[config.mk]
export PLATFORM = sky130hd
export DESIGN_NAME = execute_muldiv
export DESIGN_NICKNAME = d
export VERILOG_FILES = /design/src/rtl/execute_muldiv.sv
export SDC_FILE = /design/constraint.sdc
export NUM_CORES = 1
export LEC_CHECK = 0
export ABC_AREA = 0
export ABC_CLOCK_PERIOD_IN_PS = 5400
export BUFFER_PORTS_ARGS = -buffer_cell sky130_fd_sc_hd__clkbuf_2
export CAP_MARGIN = 20
export CORE_UTILIZATION = 28
export DETAILED_ROUTE_END_ITERATION = 10
export MAX_ROUTING_LAYER = met4
export PLACE_DENSITY = 0.46
export SETUP_SLACK_MARGIN = 0.05
export SLEW_MARGIN = 20
export SYNTH_ARGS = -nofsm -noshare
export SYNTH_HDL_FRONTEND = slang
export SYNTH_SLANG_ARGS = --single-unit
[constraint.sdc]
create_clock -name clk -period 5.4 [get_ports clk]
set_clock_uncertainty 0.15 [all_clocks]
set_input_delay 1.35 -clock clk [delete_from_list [all_inputs] [get_ports clk]]
set_output_delay 1.35 -clock clk [all_outputs]
set_load 0.1 [all_outputs]
[src/rtl/execute_muldiv.sv]
// Execute stage: single-cycle ALU, EX/MEM output register and HI/LO interlock.
// Define MULDIV_EN to build the iterative 32-cycle multiply/divide unit with HI/LO registers.
module execute_muldiv #(
    parameter int NB_DATA = 32,
    parameter int NB_REG  = 5
) (
    input  logic               clk,
    input  logic               i_rst_n,
    input  logic               i_halt,
    input  logic [NB_DATA-1:0] i_rs_data,
    input  logic [NB_DATA-1:0] i_rt_data,
    input  logic [NB_DATA-1:0] i_imm,
    input  logic [4:0]         i_shamt,
    input  logic [3:0]         i_alu_ctrl,
    input  logic               i_aluSrc,
    input  logic [1:0]         i_hilo_sel,
    input  logic [NB_REG-1:0]  i_write_reg,
    input  logic [1:0]         i_width,
    input  logic               i_sign_flag,
    input  logic               i_mem2reg,
    input  logic               i_memRead,
    input  logic               i_memWrite,
    input  logic               i_regWrite,
    output logic [NB_DATA-1:0] o_result,
    output logic [NB_DATA-1:0] o_data4Mem,
    output logic [NB_REG-1:0]  o_write_reg,
    output logic [1:0]         o_width,
    output logic               o_sign_flag,
    output logic               o_mem2reg,
    output logic               o_memRead,
    output logic               o_memWrite,
    output logic               o_regWrite,
    output logic               o_stall,
    output logic               o_busy
);

    localparam logic [3:0] OP_ADD = 4'd0,  OP_SUB = 4'd1,  OP_AND = 4'd2,  OP_OR   = 4'd3;
    localparam logic [3:0] OP_XOR = 4'd4,  OP_NOR = 4'd5,  OP_SLT = 4'd6,  OP_SLTU = 4'd7;
    localparam logic [3:0] OP_SLL = 4'd8,  OP_SRL = 4'd9,  OP_SRA = 4'd10, OP_LUI  = 4'd11;

    logic [NB_DATA-1:0] alu_b, alu_res, hi_val, lo_val;
    logic               md_op, hilo_rd, busy, stall, md_bubble;

    assign alu_b   = i_aluSrc ? i_imm : i_rt_data;
    assign md_op   = (i_alu_ctrl[3:2] == 2'b11);
    assign hilo_rd = (i_hilo_sel == 2'b01) || (i_hilo_sel == 2'b10);

    always_comb begin
        alu_res = '0;
        case (i_alu_ctrl)
            OP_ADD:  alu_res = i_rs_data + alu_b;
            OP_SUB:  alu_res = i_rs_data - alu_b;
            OP_AND:  alu_res = i_rs_data & alu_b;
            OP_OR:   alu_res = i_rs_data | alu_b;
            OP_XOR:  alu_res = i_rs_data ^ alu_b;
            OP_NOR:  alu_res = ~(i_rs_data | alu_b);
            OP_SLT:  alu_res = {{(NB_DATA-1){1'b0}}, ($signed(i_rs_data) < $signed(alu_b))};
            OP_SLTU: alu_res = {{(NB_DATA-1){1'b0}}, (i_rs_data < alu_b)};
            OP_SLL:  alu_res = i_rt_data << i_shamt;
            OP_SRL:  alu_res = i_rt_data >> i_shamt;
            OP_SRA:  alu_res = $signed(i_rt_data) >>> i_shamt;
            OP_LUI:  alu_res = {i_imm[15:0], {(NB_DATA-16){1'b0}}};
            default: alu_res = '0;
        endcase
    end

`ifdef MULDIV_EN
    // state   | meaning
    // IDLE    | unit free, accepts ops 12-15 ; BUSY | one shift-add / restoring step per clock
    typedef enum logic {ST_IDLE, ST_BUSY} md_state_e;
    localparam int NB_CNT = $clog2(NB_DATA);

    md_state_e            state_q, state_d;
    logic [NB_CNT-1:0]    cnt_q, cnt_d;
    logic [2*NB_DATA-1:0] acc_q, acc_d, acc_next, prod;
    logic [NB_DATA-1:0]   opb_q, opb_d, hi_q, hi_d, lo_q, lo_d;
    logic                 is_div_q, is_div_d, neg_q, neg_d, rem_neg_q, rem_neg_d, div0_q, div0_d;
    logic                 md_signed, rs_neg, rt_neg, div_ge;
    logic [NB_DATA-1:0]   rs_mag, rt_mag, quot, rem, div_diff;
    logic [NB_DATA:0]     mul_sum, div_shift;

    assign md_signed = ~i_alu_ctrl[0];
    assign rs_neg    = md_signed & i_rs_data[NB_DATA-1];
    assign rt_neg    = md_signed & i_rt_data[NB_DATA-1];
    assign rs_mag    = rs_neg ? -i_rs_data : i_rs_data;
    assign rt_mag    = rt_neg ? -i_rt_data : i_rt_data;

    // acc holds {partial product, multiplier} or {partial remainder, dividend/quotient}
    assign mul_sum   = {1'b0, acc_q[2*NB_DATA-1:NB_DATA]} + {1'b0, opb_q};
    assign div_shift = acc_q[2*NB_DATA-1:NB_DATA-1];
    assign div_ge    = (div_shift >= {1'b0, opb_q});
    assign div_diff  = div_shift[NB_DATA-1:0] - opb_q;
    assign acc_next  = is_div_q ?
                       {(div_ge ? div_diff : div_shift[NB_DATA-1:0]), acc_q[NB_DATA-2:0], div_ge} :
                       (acc_q[0] ? {mul_sum, acc_q[NB_DATA-1:1]} : {1'b0, acc_q[2*NB_DATA-1:1]});
    assign prod      = neg_q ? -acc_next : acc_next;
    assign quot      = acc_next[NB_DATA-1:0];
    assign rem       = acc_next[2*NB_DATA-1:NB_DATA];

    always_comb begin
        state_d   = state_q;
        cnt_d     = cnt_q;
        acc_d     = acc_q;
        opb_d     = opb_q;
        hi_d      = hi_q;
        lo_d      = lo_q;
        is_div_d  = is_div_q;
        neg_d     = neg_q;
        rem_neg_d = rem_neg_q;
        div0_d    = div0_q;
        case (state_q)
            ST_IDLE: begin
                if (md_op) begin
                    state_d   = ST_BUSY;
                    cnt_d     = '1;
                    is_div_d  = i_alu_ctrl[1];
                    acc_d     = {{NB_DATA{1'b0}}, rs_mag};
                    opb_d     = rt_mag;
                    neg_d     = rs_neg ^ rt_neg;
                    rem_neg_d = rs_neg;
                    div0_d    = (i_rt_data == '0);
                end
            end
            ST_BUSY: begin
                acc_d = acc_next;
                if (cnt_q == '0) begin
                    state_d = ST_IDLE;
                    if (is_div_q) begin
                        lo_d = div0_q ? '1 : (neg_q ? -quot : quot);
                        hi_d = rem_neg_q ? -rem : rem;
                    end else begin
                        hi_d = prod[2*NB_DATA-1:NB_DATA];
                        lo_d = prod[NB_DATA-1:0];
                    end
                end else begin
                    cnt_d = cnt_q - NB_CNT'(1);
                end
            end
            default: state_d = ST_IDLE;
        endcase
    end

    always_ff @(posedge clk) begin
        if (!i_rst_n) begin
            state_q   <= ST_IDLE;
            cnt_q     <= '0;
            acc_q     <= '0;
            opb_q     <= '0;
            hi_q      <= '0;
            lo_q      <= '0;
            is_div_q  <= 1'b0;
            neg_q     <= 1'b0;
            rem_neg_q <= 1'b0;
            div0_q    <= 1'b0;
        end else if (!i_halt) begin
            state_q   <= state_d;
            cnt_q     <= cnt_d;
            acc_q     <= acc_d;
            opb_q     <= opb_d;
            hi_q      <= hi_d;
            lo_q      <= lo_d;
            is_div_q  <= is_div_d;
            neg_q     <= neg_d;
            rem_neg_q <= rem_neg_d;
            div0_q    <= div0_d;
        end
    end

    assign busy      = (state_q == ST_BUSY);
    assign hi_val    = hi_q;
    assign lo_val    = lo_q;
    assign md_bubble = 1'b0;
`else
    assign busy      = 1'b0;
    assign hi_val    = '0;
    assign lo_val    = '0;
    assign md_bubble = md_op;
`endif

    assign stall   = busy & (md_op | hilo_rd);
    assign o_stall = stall;
    assign o_busy  = busy;

    logic [NB_DATA-1:0] result_q, result_d, data4mem_q, data4mem_d;
    logic [NB_REG-1:0]  write_reg_q, write_reg_d;
    logic [1:0]         width_q, width_d;
    logic               sign_flag_q, sign_flag_d, mem2reg_q, mem2reg_d;
    logic               mem_read_q, mem_read_d, mem_write_q, mem_write_d, reg_write_q, reg_write_d;

    always_comb begin
        result_d    = result_q;
        data4mem_d  = data4mem_q;
        write_reg_d = '0;
        width_d     = '0;
        sign_flag_d = 1'b0;
        mem2reg_d   = 1'b0;
        mem_read_d  = 1'b0;
        mem_write_d = 1'b0;
        reg_write_d = 1'b0;
        if (!stall) begin
            result_d   = (i_hilo_sel == 2'b01) ? hi_val :
                         (i_hilo_sel == 2'b10) ? lo_val : alu_res;
            data4mem_d = i_rt_data;
            if (!md_bubble) begin
                write_reg_d = i_write_reg;
                width_d     = i_width;
                sign_flag_d = i_sign_flag;
                mem2reg_d   = i_mem2reg;
                mem_read_d  = i_memRead & ~md_op;
                mem_write_d = i_memWrite & ~md_op;
                reg_write_d = i_regWrite & ~md_op;
            end
        end
    end

    always_ff @(posedge clk) begin
        if (!i_rst_n) begin
            result_q    <= '0;
            data4mem_q  <= '0;
            write_reg_q <= '0;
            width_q     <= '0;
            sign_flag_q <= 1'b0;
            mem2reg_q   <= 1'b0;
            mem_read_q  <= 1'b0;
            mem_write_q <= 1'b0;
            reg_write_q <= 1'b0;
        end else if (!i_halt) begin
            result_q    <= result_d;
            data4mem_q  <= data4mem_d;
            write_reg_q <= write_reg_d;
            width_q     <= width_d;
            sign_flag_q <= sign_flag_d;
            mem2reg_q   <= mem2reg_d;
            mem_read_q  <= mem_read_d;
            mem_write_q <= mem_write_d;
            reg_write_q <= reg_write_d;
        end
    end

    assign o_result    = result_q;
    assign o_data4Mem  = data4mem_q;
    assign o_write_reg = write_reg_q;
    assign o_width     = width_q;
    assign o_sign_flag = sign_flag_q;
    assign o_mem2reg   = mem2reg_q;
    assign o_memRead   = mem_read_q;
    assign o_memWrite  = mem_write_q;
    assign o_regWrite  = reg_write_q;

endmodule

=== Yosys cells after proc, flatten, opt, wreduce, memory -nomap -nowiden ===
Cells that the tools add are included.

* Flip-flop bits (word level): 76
* Latch bits: 0
* Bits in writable memories: 0
* Memory bits (read-only): 0
* Bits of input ports: 123
* Output and inout bits: 78
* Word-level logic and storage cells: 50
* Memories kept: 0

* Add/subtract/negate cells: 2
* $mul: 0
* Divide/modulo/power cells: 0
* Magnitude comparators: 2
* Equal/unequal tests: 14
* Shift-type cells: 3
* Muxes and demuxes: 11
* Bitwise operators: 8
* Reduce and logical (&&, ||, !) cells: 1

{| class="wikitable"
|+ Operator list
! operator !! number
|-
| one-hot mux 32 bit (12 select lines) || 1
|-
| two-way mux 32 bit || 3
|-
| < comparator 32 bit || 2
|-
| adder 32 bit || 1
|-
| bitwise AND 32 bit || 1
|-
| NOT 32 bit || 1
|-
| OR 32 bit || 1
|-
| left shift 32 x 5 -> 32 bit || 1
|-
| right shift 32 x 5 -> 32 bit || 1
|-
| >>> shifter 32 x 5 -> 32 bit || 1
|-
| subtractor 32 bit || 1
|-
| XOR 32 bit || 1
|-
| == test 4 x 3 -> 1 bit, second input constant || 4
|-
| == test 4 bit, second input constant || 4
|-
| == test 4 x 2 -> 1 bit, second input constant || 2
|-
| two-way mux 1 bit || 5
|-
| two-way mux 5 bit || 1
|-
| == test 2 bit, second input constant || 2
|-
| == test 4 x 1 -> 1 bit, second input constant || 1
|-
| logical NOT 4 bit || 1
|-
| bitwise AND 1 bit || 3
|-
| == test 2 x 1 -> 1 bit, second input constant || 1
|-
| two-way mux 2 bit || 1
|-
| NOT 1 bit || 1
|}

=== Logic depth before layout (Yosys ltp) ===
Gate-level depths: netlist (run 1).

* Depth after elaboration: 6
* Depth in mapped cells: 16
* Mapped depth without buffers: 14

=== Worst setup path after synthesis (run 1) ===
Ideal clock, no wire load.

* Path kind: in2reg
* Start: in i_aluSrc
* End: reg result_q[22] (netlist: o_result[22])
* Setup time: 123 ps
* Data arrival time: 4830 ps
* Data required time: 5127 ps
* Setup slack: 297 ps
* Stages: 15
* Buffers on the path: 2
* Cells stage by stage: clkbuf_1 buf_1 mux2i_1 inv_1 ha_1 fa_1 a211oi_2 o21ai_2 a21oi_4 o311ai_2 a211o_1 a41o_1 a221o_1 a211oi_1 nor3b_1

* Cells in the longest elaborated chain, start to end: 6
* Elaborated cells on any way between the ends: 10
* Those cells by class: add/sub: 2; mux: 4; bitwise: 4

{| class="wikitable"
|+ Ends and longest elaborated chain
! what !! line !! source
|-
| start, declared || 15 || <nowiki>input logic i_aluSrc,</nowiki>
|-
| two-way mux 32 bit (*) || 44 || <nowiki>assign alu_b = i_aluSrc ? i_imm : i_rt_data;</nowiki>
|-
| branches (longest 2 deep; another with subtractor 32 bit) || n/a ||
|-
| one-hot mux 32 bit (12 select lines) (*) || 50 || <nowiki>case (i_alu_ctrl)</nowiki>
|-
| two-way mux 32 bit (*) || 202 || <nowiki>(i_hilo_sel == 2'b10) ? lo_val : alu_res;</nowiki>
|-
| two-way mux 32 bit (*) || 201 || <nowiki>result_d = (i_hilo_sel == 2'b01) ? hi_val :</nowiki>
|-
| end signal, assigned || 228 || <nowiki>result_q <= result_d;</nowiki>
|-
| end, declared || 184 || <nowiki>logic [NB_DATA-1:0] result_q, result_d, data4mem_q, data4mem_d;</nowiki>
|}

Mark *: on every way between the ends.
A chain may end at the register's enable or synchronous reset.

=== Worst setup path after layout (run 1) ===
* Start: in i_aluSrc
* End: reg result_q[28] (netlist: o_result[28])

The elaborated chain is that of the path after synthesis.

==> results_dict.tcl, run 1 <==
set metrics [dict create \
    gp_congestion 0.9780 \
    internal_power_mw 1.488 \
    dp.final_hpwl_mm 52.67 \
    setup_viol 0 \
    rsz0062_at_grt "no" \
    fmax_mhz 203.7 \
    end_kind "register" \
    cts_root_buf "clkbuf_16" \
    grt_max_degree 66 \
    switching_share 0.5026 \
    grt_overflow_total 0 \
    first_pass_iters 5 \
    area_growth_pct 16.21 \
    grt_pass1_vias 13617 \
    tightest_slew_ns 1.165 \
    clk_transition_reported_paths_ns 0.08 \
    finalInstanceArea_um2 15000 \
    die_y_um 216.7 \
    setup_tns_ns 0 \
    hold_viol_final 0 \
    drive_gt1_frac 0.2194 \
    dieWidth_um 216.7 \
    row_count 78 \
    syn_inst 1704 \
    synth_edf_count 0 \
    yosys.area.top_type "dfxtp_1" \
    hp-class "register to register" \
    fillCellCount 4948 \
    synth_flop_cell "dfxtp_1" \
    grt_util_all_layers 0.2916 \
    p_total_mw 2.992 \
    htreeDepth 3 \
    cp_data_required_time_ns 5.57 \
    power.switching_mw 1.504 \
    placed_area_um2 14680 \
    post-cts-setup-buffers 0 \
    timing.slew.headroom 0.2233 \
    critical_path.max_fanout 13 \
    clkPwrFrac 0.241 \
    grt_pass1_wl_mm 97.39 \
    seqPwrFrac 0.203 \
    cts.sinks 76 \
    p_per_area_nw_per_um2 199.5 \
    clk_latency_ns 0.38 \
    synth_top_cell_area_share 0.1179 \
    netlist_top_cells_area "dfxtp_1 12%, ha_1 10%, mux2i_1 9.2%" \
    postRouteAntennaNets 0 \
    core_area_um2 45380 \
    ys_ff_latch 76 \
    initial_core_util 0.2844 \
    wl_per_cell_um 27.68 \
    drc_errors 0 \
    drt_iter0_drc 1662 \
    drv_slew 0 \
    power_leakage_nw 6.582 \
    comb_power_share 0.556 \
    synth.most_common_cell "nand2_1" \
    post_synth.cell_area_avg_um2 7.575 \
    netlist_area_um2 12910 \
    cts_inserted_buffers 9 \
    nets 2069 \
    seqCellArea_um2 1521 \
    async_flop_share 0 \
    vias 14488 \
    cts.path.max_buffers 2 \
    peakVddDrop_v 0.0001387 \
    pin_count 201 \
    status "complete, no violations" \
    antenna_found_initial 1 \
    utilization 0.3305 \
    cts_tree "built" \
    cts_resized 0 \
    ys_warn_count 0 \
    seq_area_frac_synth 0.1179 \
    place.port_buffers 198 \
    min_period_ns 4.908 \
    worstSetupStartpointType "primary input" \
    synth_cell_type_count 94 \
    crit_type "primary input to register" \
    postCtsHoldBufs 0 \
    totalWireLength_mm 67.73 \
    post-route-period-util 0.9089 \
    yosys-top-cells-count "151 x nand2_1, 134 x a21oi_1, 122 x nor2_1" \
    multi_input_area_um2 10330 \
    drv.max_cap_violation_count 0 \
    viasPerCell 5.921 \
    die_area_um2 46960 \
    hold_ws_ns 0.2996 \
    arrival_ns 5.08 \
]
## power groups by stage
stage | combinational [mW] | clock, mW | sequential, mW
2_1_floorplan | 0.895 | 0 | 0.822
3_3_place_gp | 1.63 | 0 | 0.620
3_5_place_dp | 1.63 | 0 | 0.620
4_1_cts | 1.63 | 0.748 | 0.607
5_1_grt | 1.76 | 0.761 | 0.611
6_report | 1.66 | 0.720 | 0.607
## critical path, stage by stage
cell      delay [ns]
clkbuf_2        0.20
buf_4           0.29
mux2i_1         0.62
ha_1            0.53
nor4_1          0.44
nor4b_1         0.38
inv_1           0.10
nor2_1          0.14
o21ai_0         0.12
a31oi_1         0.33
a41oi_1         0.15
o21a_1          0.25
a31oi_1         0.17
## area by class of cell
class                           count  area share
Clock inverter                      7    0.006006
Multi-Input combinational cell   1368      0.6888
Antenna cell                        1   0.0001668
Clock buffer                        9     0.01502
Inverter                          105     0.02628
Sequential cell                    76      0.1014
Tap cell                          600     0.05005
Timing Repair Buffer              281      0.1123
## logic make-up after synthesis
logic type / Yosys count / share of synthesized area
fa+ha+maj: 105 / 0.1029
mux: 192 / 0.2006
simple gates: 500 / 0.1898
buf+inv: 261 / 0.08608
compound gates: 558 / 0.2950
flops: 76 / 0.1179
xor+xnor: 11 / 0.007465
other cells: 1 / 0.0002905
## per-stage QoR
step                      worst slack (ns)  instances
after floorplan                     0.2965       1705
after global placement              0.1548       2430
after detailed placement            0.2306       2430
after CTS                           0.6077       2446
after global routing                0.3286       2447
final                               0.4919       2447
## per-layer routing
layer  vias up  global-route usage  wire length (µm)
li1       6602                   -                 -
met1      7144              0.3922             30150
met2       674              0.4571             31250
met3        68             0.04379              4907
met4         0             0.06831              1428
met5         -                   -                 0
## path summary, 6_finish.rpt
path                                to  slack (ns)                       from  depth (start not counted)
max          o_result[28]$_SDFFE_PN0N_        0.49                   i_aluSrc                         13
min           o_result[6]$_SDFFE_PN0N_        0.30   o_result[6]$_SDFFE_PN0N_                          2
max reg2reg  o_result[25]$_SDFFE_PN0N_        3.16  o_result[25]$_SDFFE_PN0N_                          9
min reg2reg   o_result[6]$_SDFFE_PN0N_        0.30   o_result[6]$_SDFFE_PN0N_                          2
## cell usage in the layout (no fill, tap or decap), types with 12 or more instances in the layout
| cell | instances |
|---|---|
| clkbuf_2 | 194 |
| nand2_1 | 151 |
| a21oi_1 | 134 |
| nor2_1 | 122 |
| mux2i_1 | 118 |
| ha_1 | 103 |
| inv_1 | 100 |
| o21ai_0 | 98 |
| buf_4 | 81 |
| dfxtp_1 | 76 |
| nor2b_1 | 53 |
| mux4_2 | 48 |
| a22oi_1 | 31 |
| nor3_1 | 30 |
| a211oi_1 | 29 |
| nand3_1 | 28 |
| o211ai_1 | 28 |
| o21ai_1 | 26 |
| a21o_1 | 21 |
| mux2_2 | 20 |
| a221oi_1 | 18 |
| and2_1 | 18 |
| o21bai_1 | 16 |
| nand2b_1 | 16 |
| a31oi_1 | 13 |
| nor4_1 | 13 |
| o31ai_1 | 13 |
| and3_1 | 12 |
(Power assumes the default switching activity.)
==> run 2, diff against run 1 <==
--- a/config.mk
+++ b/config.mk
@@ -9,10 +9,13 @@
 export ABC_CLOCK_PERIOD_IN_PS = 5400
 export BUFFER_PORTS_ARGS = -buffer_cell sky130_fd_sc_hd__clkbuf_2
 export CAP_MARGIN = 20
+export CELL_PAD_IN_SITES_DETAIL_PLACEMENT = 2
+export CELL_PAD_IN_SITES_GLOBAL_PLACEMENT = 2
 export CORE_UTILIZATION = 28
+export CTS_BUF_LIST = sky130_fd_sc_hd__clkbuf_8
 export DETAILED_ROUTE_END_ITERATION = 10
 export MAX_ROUTING_LAYER = met4
-export PLACE_DENSITY = 0.46
+export PLACE_DENSITY = 0.71
 export SETUP_SLACK_MARGIN = 0.05
 export SLEW_MARGIN = 20
 export SYNTH_ARGS = -nofsm -noshare
==> results_dict.tcl, run 2 (same netlist as run 1, synthesis figures left out) <==
set metrics [dict create \
    hp-class "register to register" \
    grt_max_degree 66 \
    initial_core_util 0.2844 \
    cts_inserted_buffers 9 \
    clk_transition_reported_paths_ns 0.13 \
    postRouteAntennaNets 0 \
    power_leakage_nw 6.536 \
    cts_root_buf "clkbuf_8" \
    grt_overflow_total 0 \
    cp_data_required_time_ns 5.67 \
    setup_tns_ns 0 \
    switching_share 0.5451 \
    comb_power_share 0.598 \
    rsz0062_at_grt "no" \
    grt_pass1_vias 15427 \
    crit_top_cell "a31oi_1" \
    critical_path.max_fanout 15 \
    post-cts-setup-buffers 0 \
    finalInstanceArea_um2 14890 \
    die_y_um 216.7 \
    die_area_um2 46960 \
    first_pass_iters 5 \
    p_total_mw 2.865 \
    internal_power_mw 1.303 \
    totalWireLength_mm 74.94 \
    gp_congestion 0.9612 \
    hold_viol_final 0 \
    crit_type "primary input to register" \
    area_growth_pct 15.37 \
    timing.slew.headroom 0.2265 \
    hold_ws_ns 0.3082 \
    startpoint "i_aluSrc" \
    final_cell_mix "194 x clkbuf_2, 151 x nand2_1, 134 x a21oi_1" \
    status "complete, no violations" \
    htreeDepth 3 \
    power.switching_mw 1.562 \
    stdcell_count 2450 \
    cp_slowest_cell "nor4_1" \
    min-delay-start "o_result[13]$_SDFFE_PN0N_" \
    dp.final_hpwl_mm 59.09 \
    cp_slowest_stage_delay_ns 0.77 \
    cts.sinks 76 \
    place.port_buffers 198 \
    setup_viol 0 \
    grt_pass1_wl_mm 108.6 \
    nets 2070 \
    final_common_cell "clkbuf_2" \
    cts.path.max_buffers 2 \
    antenna_found_initial 3 \
    cts_tree "built" \
    p_per_area_nw_per_um2 192.4 \
    fmax_mhz 203.1 \
    grt_util_all_layers 0.3238 \
    arrival_ns 5.19 \
    drive_gt1_frac 0.2204 \
    row_count 78 \
    drt_iter0_drc 1261 \
    postCtsHoldBufs 0 \
    cts_resized 0 \
    drv_slew 0 \
    drv.max_cap_violation_count 0 \
    drc_errors 0 \
    dp.cells 2431 \
    timing.rr.start "o_result[25]$_SDFFE_PN0N_" \
    core_area_um2 45380 \
    clk_latency_ns 0.46 \
    seqPwrFrac 0.212 \
    tightest_slew_ns 1.160 \
    clkPwrFrac 0.190 \
    min_period_ns 4.923 \
    post-route-period-util 0.9116 \
    pin_count 201 \
    vias 15133 \
    viasPerCell 6.177 \
    peakVddDrop_v 0.0001150 \
    worstSetupStartpointType "primary input" \
    dieWidth_um 216.7 \
    end_kind "register" \
    path_cells "clkbuf_2 -> buf_4 -> mux2i_1 -> ha_1 -> nor4_1 -> nor4b_1 -> inv_1 -> nor2_1 -> o21ai_0 -> a31oi_1 -> a41oi_1 -> o21a_1 -> a31oi_1" \
    placed_area_um2 14680 \
    wl_per_cell_um 30.59 \
]
-- run 2: worst max-delay path: cells and delay by family --
kind	cells	cell delay, ns
AO/OA/AOI/OAI	5	0.93
buffers and inverters	3	0.74
multiplexers	1	0.40
adder cells (fa/ha/maj)	1	0.46
AND/OR/NAND/NOR	3	1.30
-- run 2: path summary, 6_finish.rpt --
kind,to,slack (ns),cells past startpoint
setup / recovery,o_result[28]$_SDFFE_PN0N_,0.48,13
setup reg to reg,o_result[25]$_SDFFE_PN0N_,2.76,9
hold reg to reg,o_result[13]$_SDFFE_PN0N_,0.31,2
hold / removal,o_result[13]$_SDFFE_PN0N_,0.31,2
-- run 2: layout make-up --
class	count	area [µm²]
diodes	3	7.507
clock buffers	9	123.9
clock inverters	7	76.32
fillers	5356	30490
inverters	105	394.1
multi-input cells	1368	10340
flip-flops and latches	76	1521
well taps	600	750.7
repair buffers	282	1679
-- run 2: per-layer routing --
metal | track usage | part of all wire
met1 | 0.4361 | 0.45
met5 | - | 0
met4 | 0.1277 | 0.039
met3 | 0.03242 | 0.062
met2 | 0.4951 | 0.45
-- run 2: stage by stage --
step / setup WS (ns) / utilization
2_1_floorplan: 0.2965 / -
3_3_place_gp: 0.1266 / 0.3236
3_5_place_dp: 0.05437 / 0.3236
4_1_cts: 0.6047 / 0.3280
5_1_grt: 0.3027 / 0.3280
6_report: 0.4772 / 0.3282
-- run 2: power groups by stage --
stage	Combinational [mW]	Clock (mW)	Sequential, mW
after floorplan	0.895	0	0.822
after global placement	1.65	0	0.620
after detailed placement	1.68	0	0.621
after CTS	1.69	0.568	0.609
after global routing	1.80	0.578	0.612
final	1.71	0.544	0.608
==> run 3, diff against run 2 <==
--- a/config.mk
+++ b/config.mk
@@ -6,7 +6,7 @@
 export NUM_CORES = 1
 export LEC_CHECK = 0
 export ABC_AREA = 0
-export ABC_CLOCK_PERIOD_IN_PS = 5400
+export ABC_CLOCK_PERIOD_IN_PS = 4900
 export BUFFER_PORTS_ARGS = -buffer_cell sky130_fd_sc_hd__clkbuf_2
 export CAP_MARGIN = 20
 export CELL_PAD_IN_SITES_DETAIL_PLACEMENT = 2
==> constraint.sdc (replaced) <==
create_clock -name clk -period 4.9 [get_ports clk]
set_clock_uncertainty 0.15 [all_clocks]
set_input_delay 1.225 -clock clk [delete_from_list [all_inputs] [get_ports clk]]
set_output_delay 1.225 -clock clk [all_outputs]
set_load 0.1 [all_outputs]
==> results_dict.tcl, run 3 (same netlist as run 1, synthesis figures left out) <==
set metrics [dict create \
    critical_path.max_fanout 21 \
    first_pass_iters 5 \
    antenna_found_initial 2 \
    setup_viol 0 \
    cts_tree "built" \
    finalInstanceArea_um2 15290 \
    grtUsageMet1 0.4384 \
    clk_transition_reported_paths_ns 0.14 \
    grt_overflow_total 0 \
    dp.cells 2479 \
    final_common_cell "clkbuf_2" \
    peakVddDrop_v 0.0001618 \
    met2_usage 0.4988 \
    dieWidth_um 216.7 \
    drv.max_cap_violation_count 0 \
    hold_viol_final 0 \
    crit_type "primary input to register" \
    dp.final_hpwl_mm 59.81 \
    grt_max_degree 66 \
    end_kind "register" \
    comb_power_share 0.599 \
    viasPerCell 6.135 \
    stdcell_count 2496 \
    postCtsHoldBufs 0 \
    switching_share 0.5308 \
    internal_power_mw 1.534 \
    fmax_mhz 211.7 \
    nets 2118 \
    post-cts-setup-buffers 0 \
    p_per_area_nw_per_um2 213.9 \
    row_count 78 \
    grt_util_all_layers 0.3285 \
    totalWireLength_mm 75.68 \
    grt_use_met3 0.02807 \
    cts.path.max_buffers 2 \
    timing.slew.headroom 0.2256 \
    busiest_layer "met2" \
    gp_congestion 1.011 \
    die_y_um 216.7 \
    setup_tns_ns 0 \
    cp_slowest_stage_delay_ns 0.56 \
    htreeDepth 3 \
    initial_core_util 0.2844 \
    cp_slowest_cell "mux2i_1" \
    power.switching_mw 1.736 \
    worstSetupStartpointType "primary input" \
    utilization 0.3369 \
    cts.sinks 76 \
    die_area_um2 46960 \
    clkPwrFrac 0.196 \
    grt_pass1_wl_mm 110.0 \
    clk_latency_ns 0.47 \
    post-route-period-util 0.9642 \
    min_period_ns 4.724 \
    grt_pass1_vias 15649 \
    area_growth_pct 18.47 \
    placed_area_um2 15080 \
    tightest_slew_ns 1.162 \
    path_cells "clkbuf_2 -> buf_12 -> mux2i_1 -> ha_1 -> buf_4 -> o311a_1 -> o21ba_2 -> o31ai_1 -> buf_4 -> o22ai_1 -> o21ai_0 -> buf_4 -> o2111ai_1 -> and3_1" \
    power_leakage_nw 6.774 \
    core_area_um2 45380 \
    cp_data_required_time_ns 5.16 \
    drc_errors 0 \
    postRouteAntennaNets 0 \
    cts_inserted_buffers 9 \
    crit_top_cell "buf_4" \
    arrival_ns 4.99 \
    hp-class "register to register" \
    cts_root_buf "clkbuf_8" \
    cts_resized 0 \
    postLayoutSetupSlackWorst_ns 0.1756 \
    place_ws_ns -0.2701 \
    pin_count 201 \
    place.port_buffers 198 \
    seqPwrFrac 0.205 \
    status "complete, no violations" \
    wl_per_cell_um 30.32 \
    drt_iter0_drc 1266 \
    vias 15314 \
    drv_slew 0 \
    drive_gt1_frac 0.2396 \
    final_cell_mix "194 x clkbuf_2, 151 x nand2_1, 134 x a21oi_1" \
    rsz0062_at_grt "no" \
]
-- run 3: path summary, 6_finish.rpt --
path                                             endpoint                       from  slack [ns]  cells after the start
worst max-delay path            o_result[17]$_SDFFE_PN0N_                   i_aluSrc        0.18                     14
worst min-delay path            o_result[10]$_SDFFE_PN0N_  o_result[10]$_SDFFE_PN0N_        0.31                      2
worst max register to register  o_result[25]$_SDFFE_PN0N_  o_result[25]$_SDFFE_PN0N_        2.40                      9
worst min register to register  o_result[10]$_SDFFE_PN0N_  o_result[10]$_SDFFE_PN0N_        0.31                      2
-- run 3: layout make-up --
| cell class | instances | area [µm²] |
|---|---|---|
| fill | 5351 | 30090 |
| multi-input combinational | 1368 | 10340 |
| timing repair buffer | 330 | 2077 |
| sequential | 76 | 1521 |
| tap | 600 | 750.7 |
| inverter | 105 | 394.1 |
| clock buffer | 9 | 123.9 |
| clock inverter | 7 | 85.08 |
| antenna | 1 | 2.502 |
-- run 3: per-stage QoR --
step / power, mW / hold WS (ns)
final: 3.270 / 0.3078
after global routing: 3.399 / 0.3590
after CTS: 3.257 / 0.3180
after detailed placement: 2.603 / 0.3014
after global placement: 2.562 / 0.2952
after floorplan: 1.892 / 0.7244
-- run 3: power by group through the flow --
stage	clock (mW)	sequential [mW]	combinational [mW]
2_1_floorplan	0	0.906	0.987
3_3_place_gp	0	0.684	1.88
3_5_place_dp	0	0.686	1.92
4_1_cts	0.658	0.672	1.93
5_1_grt	0.664	0.675	2.06
6_report	0.639	0.672	1.96
-- run 3: per-layer routing --
| metal | vias up | share of wire |
|---|---|---|
| met2 | 633 | 0.45 |
| met4 | 0 | 0.052 |
| met1 | 7834 | 0.44 |
| met3 | 150 | 0.055 |
| li1 | 6697 | - |
| met5 | - | 0 |
-- run 3: worst max-delay path, delay by kind of cell --
family | cells | cell delay (ns)
mux | 1 | 0.56
buf+inv | 5 | 1.04
simple gates | 1 | 0.19
compound gates | 6 | 1.53
fa+ha+maj | 1 | 0.43
